$ cat src/rtl/gpio_iobuf_ctrl.sv
// GPIO pad controller: registered PS->pad drive path plus a per-channel
// synchronise/debounce/edge-detect chain with sticky edge interrupts.

module gpio_iobuf_lane #(
  parameter int unsigned SYNC_STAGES     = 2,
  parameter int unsigned DEBOUNCE_CYCLES = 16,
  parameter logic        INIT            = 1'b0
) (
  input  logic clk,
  input  logic rst,
  input  logic pad_i,
  input  logic rise_en,
  input  logic fall_en,
  input  logic intr_clr,
  output logic deb,
  output logic intr_status
);
  localparam int unsigned CW = $clog2(DEBOUNCE_CYCLES + 1);
  localparam logic [CW-1:0] CNT_LAST = CW'(DEBOUNCE_CYCLES - 1);

  logic [SYNC_STAGES-1:0] sync;
  logic [CW-1:0]          cnt;
  logic                   deb_d;
  logic                   s, rise, fall, set_ev;

  assign s      = sync[SYNC_STAGES-1];
  assign rise   = deb & ~deb_d;
  assign fall   = ~deb & deb_d;
  assign set_ev = (rise & rise_en) | (fall & fall_en);

  always_ff @(posedge clk) begin
    if (rst) begin
      sync        <= {SYNC_STAGES{INIT}};
      cnt         <= '0;
      deb         <= INIT;
      deb_d       <= INIT;
      intr_status <= 1'b0;
    end else begin
      sync  <= {sync[SYNC_STAGES-2:0], pad_i};
      deb_d <= deb;
      // any reversion of s before the count completes drops the pending level
      if (s == deb) begin
        cnt <= '0;
      end else if (cnt == CNT_LAST) begin
        deb <= s;
        cnt <= '0;
      end else begin
        cnt <= cnt + 1'b1;
      end
      // a new edge outranks a same-cycle clear so no event is lost
      if (set_ev)        intr_status <= 1'b1;
      else if (intr_clr) intr_status <= 1'b0;
    end
  end
endmodule

module gpio_iobuf_ctrl #(
  parameter int unsigned           DATA_WIDTH      = 3,
  parameter int unsigned           SYNC_STAGES     = 2,
  parameter int unsigned           DEBOUNCE_CYCLES = 16,
  parameter logic [DATA_WIDTH-1:0] INIT_LEVEL      = {DATA_WIDTH{1'b0}}
) (
  input  logic                  clk,
  input  logic                  rst,
  input  logic [DATA_WIDTH-1:0] gpio_t,
  input  logic [DATA_WIDTH-1:0] gpio_i,
  output logic [DATA_WIDTH-1:0] gpio_o,
  input  logic [DATA_WIDTH-1:0] pad_i,
  output logic [DATA_WIDTH-1:0] pad_o,
  output logic [DATA_WIDTH-1:0] pad_t,
  input  logic [DATA_WIDTH-1:0] rise_en,
  input  logic [DATA_WIDTH-1:0] fall_en,
  input  logic [DATA_WIDTH-1:0] intr_clr,
  output logic [DATA_WIDTH-1:0] intr_status,
  output logic                  intr
);
  // drive path is fully registered: no PS-to-pad combinational route
  always_ff @(posedge clk) begin
    if (rst) begin
      pad_o <= '0;
      pad_t <= '1;
      intr  <= 1'b0;
    end else begin
      pad_o <= gpio_i;
      pad_t <= gpio_t;
      intr  <= |intr_status;
    end
  end

  // readback keeps running while driven, so the lanes ignore gpio_t
  for (genvar g = 0; g < DATA_WIDTH; g++) begin : g_lane
    gpio_iobuf_lane #(
      .SYNC_STAGES    (SYNC_STAGES),
      .DEBOUNCE_CYCLES(DEBOUNCE_CYCLES),
      .INIT           (INIT_LEVEL[g])
    ) u_lane (
      .clk        (clk),
      .rst        (rst),
      .pad_i      (pad_i[g]),
      .rise_en    (rise_en[g]),
      .fall_en    (fall_en[g]),
      .intr_clr   (intr_clr[g]),
      .deb        (gpio_o[g]),
      .intr_status(intr_status[g])
    );
  end
endmodule

$ cat config.mk
export PLATFORM = sky130hd
export DESIGN_NAME = gpio_iobuf_ctrl
export DESIGN_NICKNAME = d
export VERILOG_FILES = /design/src/rtl/gpio_iobuf_ctrl.sv
export SDC_FILE = /design/constraint.sdc
export NUM_CORES = 1
export LEC_CHECK = 0
export BUFFER_PORTS_ARGS = -buffer_cell sky130_fd_sc_hd__buf_2
export CAP_MARGIN = 10
export CORE_MARGIN = 2
export CORE_UTILIZATION = 30
export CTS_BUF_LIST = sky130_fd_sc_hd__clkbuf_4 sky130_fd_sc_hd__clkbuf_8
export DETAILED_ROUTE_END_ITERATION = 12
export PLACE_DENSITY = 0.55
export SLEW_MARGIN = 25
export SYNTH_ARGS = -nofsm -noshare
export SYNTH_HDL_FRONTEND = slang
export SYNTH_SLANG_ARGS = --single-unit
$ cat constraint.sdc
create_clock -name clk -period 1.55 [get_ports clk]
set_input_delay 0.2325 -clock clk [delete_from_list [all_inputs] [get_ports clk]]
set_output_delay 0.2325 -clock clk [all_outputs]
set_load 0.02 [all_outputs]
# Word-level counts from Yosys, hierarchy flattened
# Cells that the tools add are included.
# word_totals
register_bits	37
elab_cells	67
output_inout_bits	13
input_bits	20
# op_classes
n_addsub	3
n_eq_ne	6
muxes	6
bitwise_logic	24
reduce_logical	10
# op_table
cell	count
$add 5x1->5 const B	3
$eq 5x4->1 const B	3
$and 1x1->1	12
$reduce_or 3->1	4
$not 1->1	9
$mux 1	6
$reduce_and 2->1	3
$reduce_bool 2->1	3
$eq 1x1->1	3
$or 1x1->1	3

# Longest topological paths before layout
# depth
word_depth	5
mapped_depth	5
ltp_nobuf	5

# Hierarchy
# Synthesis repeated with hierarchy kept, for this count alone.
# hier_totals
hier_cells	117
hier_area_um2	1267.5
# modules_own_cells
module	area_each_um2	cells_per_inst	n_inst	seq_area_each_um2
gpio_iobuf_lane	360.3	34	3	200.2
gpio_iobuf_ctrl	186.4	15	1	140.1

# Least setup slack after synthesis
# OpenSTA, ideal clock, no wires.
# synth_path
path_type	flip-flop to flip-flop
from	reg g_lane[2].u_lane.cnt[0]
to	reg g_lane[2].u_lane.cnt[2]
t_arrival_ns	1.390
path_stages_with_launch	6
t_required_ns	1.486
n_path_buf	0
setup_slack_ns	0.096
setup_ns	0.064
period_less_slack_ns	1.454
cell_sequence	dfxtp_1 -> ha_1 -> and3_1 -> ha_1 -> or3_4 -> nor2_1
# synth_via
elab_chain_cells	2
word_cells_on_any_way	3
cone_classes	add/sub: 1; eq/ne: 1; reduce/logical: 1
# synth_rtl
item	line	text
start, declared	22	logic [CW-1:0] cnt;
start signal, assigned	48	cnt <= cnt + 1'b1;
parallel branches: the longest is 2 deep, another holds $add 5x1->5	-	
# Parallel ways; which one is timed is not known.
# A chain may end at the register's enable or synchronous reset.

# Worst setup path after layout
# Ends and elaborated chain as after synthesis.

==> impl_metrics.py <==
metrics = {
    "outcome": {
        "status": "finished, final reports clean",
    },
    "placed_design": {
        "port_buffers": 32,
        "placed_area_sq_um": 1500,
        "dp_slack_ns": -0.0122,
        "dp_hpwl_mm": 1.67,
        "globalplace.congestion": 0.755,
        "place_inst": 202,
    },
    "floorplanning": {
        "core-area_sq_um": 4290,
        "initial_core_util": 0.307,
        "die_x_um": 70.3,
        "rows": 24,
        "die_h_um": 70.3,
        "io_pins": 33,
        "die_area_sq_um": 4950,
    },
    "layout": {
        "final_nets": 183,
        "multi_input_area_sq_um": 512,
        "antenna_cells": 0,
        "fin_util": 0.372,
        "area_delta_synth_final_pct": 21.0,
        "fin_area_sq_um": 1600,
        "instances_no_fill": 209,
        "drive_gt1_frac": 0.312,
        "fillers": 452,
        "seqCellArea_sq_um": 741,
    },
    "timing": {
        "fin_ws_ns": 0.0773,
        "whs_ns": 0.129,
        "rsz0062_at_grt": "false",
        "max_slew.worst_pin.slew_ns": 0.329,
        "slew_headroom": 0.781,
        "period_share": 0.950,
        "layout_min_cycle_time_ns": 1.47,
        "slew_viol_final": 0,
        "finalHoldViolCount": 0,
        "setup-violations-final": 0,
        "final.setup_skew_ns": 0.00583,
        "clock.fmax_mhz": 679,
        "tns_ns": 0,
    },
    "min_path": {
        "hold_path_class": "in2reg",
        "worstHoldStart": "gpio_t[0]",
    },
    "synthesis": {
        "ys_warn_count": 0,
        "synth_top_area_frac": 0.561,
        "netlist_area_sq_um": 1320,
        "syn_avg_cell_area_sq_um": 10.6,
        "syn_inst": 125,
        "ys_seq_area_frac": 0.561,
        "async_reset_ff_frac": 0,
        "synthFlopType": "dfxtp_1",
        "ys_top_cells_by_area": "dfxtp_1 56%, ha_1 5.7%, nor2b_1 5.7%",
        "synth_edf_count": 0,
        "synth_most_common_cell": "dfxtp_1",
        "synth_area_leader_cell": "dfxtp_1",
        "synth-seq-cells": 37,
        "synth_nets": 151,
        "synth_cell_types": 18,
        "synth_common_cells": "37 x dfxtp_1, 19 x nor2_1, 12 x nor2b_1",
    },
    "clock_network": {
        "cts_buffer_depth": 2,
        "root_buffer": "clkbuf_8",
        "cts_buffers": 5,
        "cts_max_level": 2,
        "cts_tree": "yes",
        "cts_setup_buffers": 0,
        "clkTransAtPathRegs_ns": 0.07,
        "numClockSinks": 37,
        "clock_latency_ns": 0.28,
        "hold_buffers": 0,
    },
    "worst_setup_path": {
        "arrival_ns": 1.69,
        "critPathLaunch": "g_lane[2].u_lane.cnt[0]$_SDFF_PP0_",
        "r2r_slack_ns": 0.08,
        "ff2ff_path_depth": 5,
        "crit_type": "reg2reg",
        "r2r_start": "g_lane[2].u_lane.cnt[0]$_SDFF_PP0_",
        "crit_path_end_kind": "register",
        "critPathLaunchType": "register",
        "worst_ep_required_time_ns": 1.77,
        "critPathMaxFanout": 5,
        "r2r-end": "g_lane[2].u_lane.cnt[2]$_SDFF_PP0_",
        "cp-endpoint": "g_lane[2].u_lane.cnt[2]$_SDFF_PP0_",
    },
    "grt": {
        "grtUsageMet3": 0.0491,
        "met2_usage": 0.172,
        "grt_pass1_wl_mm": 4.04,
        "grtUsageTotal": 0.104,
        "grt_pass1_vias": 982,
        "grt_overflow": 0,
        "grt_max_degree": 19,
        "antenna_found_initial": 0,
        "grt-busiest-layer": "met2",
        "groute.layer.met1.usage": 0.109,
    },
    "power_and_ir_drop": {
        "seqPwrFrac": 0.567,
        "p_clk_frac": 0.389,
        "total_power_mw": 1.72,
        "p_switching_mw": 0.342,
        "p_per_area_nw_per_um2": 1080,
        "p_int_mw": 1.38,
        "vdd_ir_drop_max_mv": 0.388,
        "p_leak_nw": 0.657,
        "sw_frac_of_total": 0.199,
        "share_comb_of_total_power": 0.044,
    },
    "route": {
        "drtAntennaViolNets": 0,
        "firstDrtPassIters": 3,
        "drt-total-wl_mm": 2.17,
        "drc_errors": 0,
        "routed_via_density": 4.35,
        "via_count": 910,
        "wl_per_cell_um": 10.4,
        "drtIter0Drc": 24,
    },
    "run": {
        "drv_cap": 0,
    },
}
==> power by group through the flow <==
stage	combinational, mW	clock (mW)	sequential [mW]
after global routing	0.0854	0.741	0.976
final	0.0757	0.669	0.975
after global placement	0.0750	0	0.996
after floorplan	0.0272	0	1.01
after detailed placement	0.0767	0	0.997
after CTS	0.0771	0.706	0.975
==> timing repair <==
| item | in CTS | in global routing |
|---|---|---|
| resized for setup | 1 | 2 |
| setup endpoints to repair | 2 | 12 |
| pin swaps | 1 | 1 |
==> worst max-delay path, stage by stage (launching register included) <==
cell	delay [ns]
dfxtp_1	0.33
ha_1	0.22
and3_1	0.20
ha_2	0.19
or3_4	0.36
nor2_1	0.11
==> how the worst min path moves through the flow <==
stage	cells after the start	endpoint	slack, ns
after floorplan	1	g_lane[0].u_lane.sync[0]$_SDFF_PP0_	0.30
after global routing	2	pad_t[0]$_SDFF_PP1_	0.13
final	2	pad_t[0]$_SDFF_PP1_	0.13
after global placement	1	g_lane[0].u_lane.sync[1]$_SDFF_PP0_	0.42
after CTS	2	pad_t[0]$_SDFF_PP1_	0.12
after detailed placement	2	pad_t[0]$_SDFF_PP1_	0.42
==> registers in the layout (all words and copies together), names as in the netlist <==
name / cells
g_lane.u_lane.cnt: 15
g_lane.u_lane.sync: 6
g_lane.u_lane.deb: 3
g_lane.u_lane.deb_d: 3
g_lane.u_lane.intr_status: 3
pad_o: 3
pad_t: 3
intr: 1
==> layer usage <==
metal,wire [um],vias up
met3,183,6
met5,0,-
met2,1030,33
met1,904,414
met4,53,0
li1,-,457
==> layout make-up <==
type / count / area share
clock buffer: 7 / 0.0564
inverter: 6 / 0.0141
multi-input combinational: 74 / 0.320
sequential: 37 / 0.464
tap: 52 / 0.0407
timing repair buffer: 33 / 0.105
==> cell families (layout without fill, tap and decap cells) <==
kind of cell,Yosys count,count (layout),synth area share
buffers and inverters,14,46,0.0569
and+or+nand+nor,53,53,0.228
xor gates and xnor gates,9,9,0.0597
AOI/OAI and AO/OA,3,3,0.0142
adders and majority gates,6,6,0.0569
muxes,3,3,0.0227
DFF,37,37,0.561
==> cell usage in the layout (no fill, tap or decap), types with 3 or more instances in the layout <==
cell type,Yosys,routed
buf_2,0,32
or2_2,3,3
nand3_1,3,3
xnor2_1,6,6
nor2b_1,12,12
or3_4,3,3
clkbuf_8,0,6
nor2_1,19,18
inv_1,6,6
nand3b_1,6,6
nand2b_1,3,3
a31oi_1,3,3
and3_1,3,3
ha_1,6,4
mux2i_1,3,3
xor2_1,3,3
dfxtp_1,37,37
Note: power is estimated with default switching activity, not from simulation.
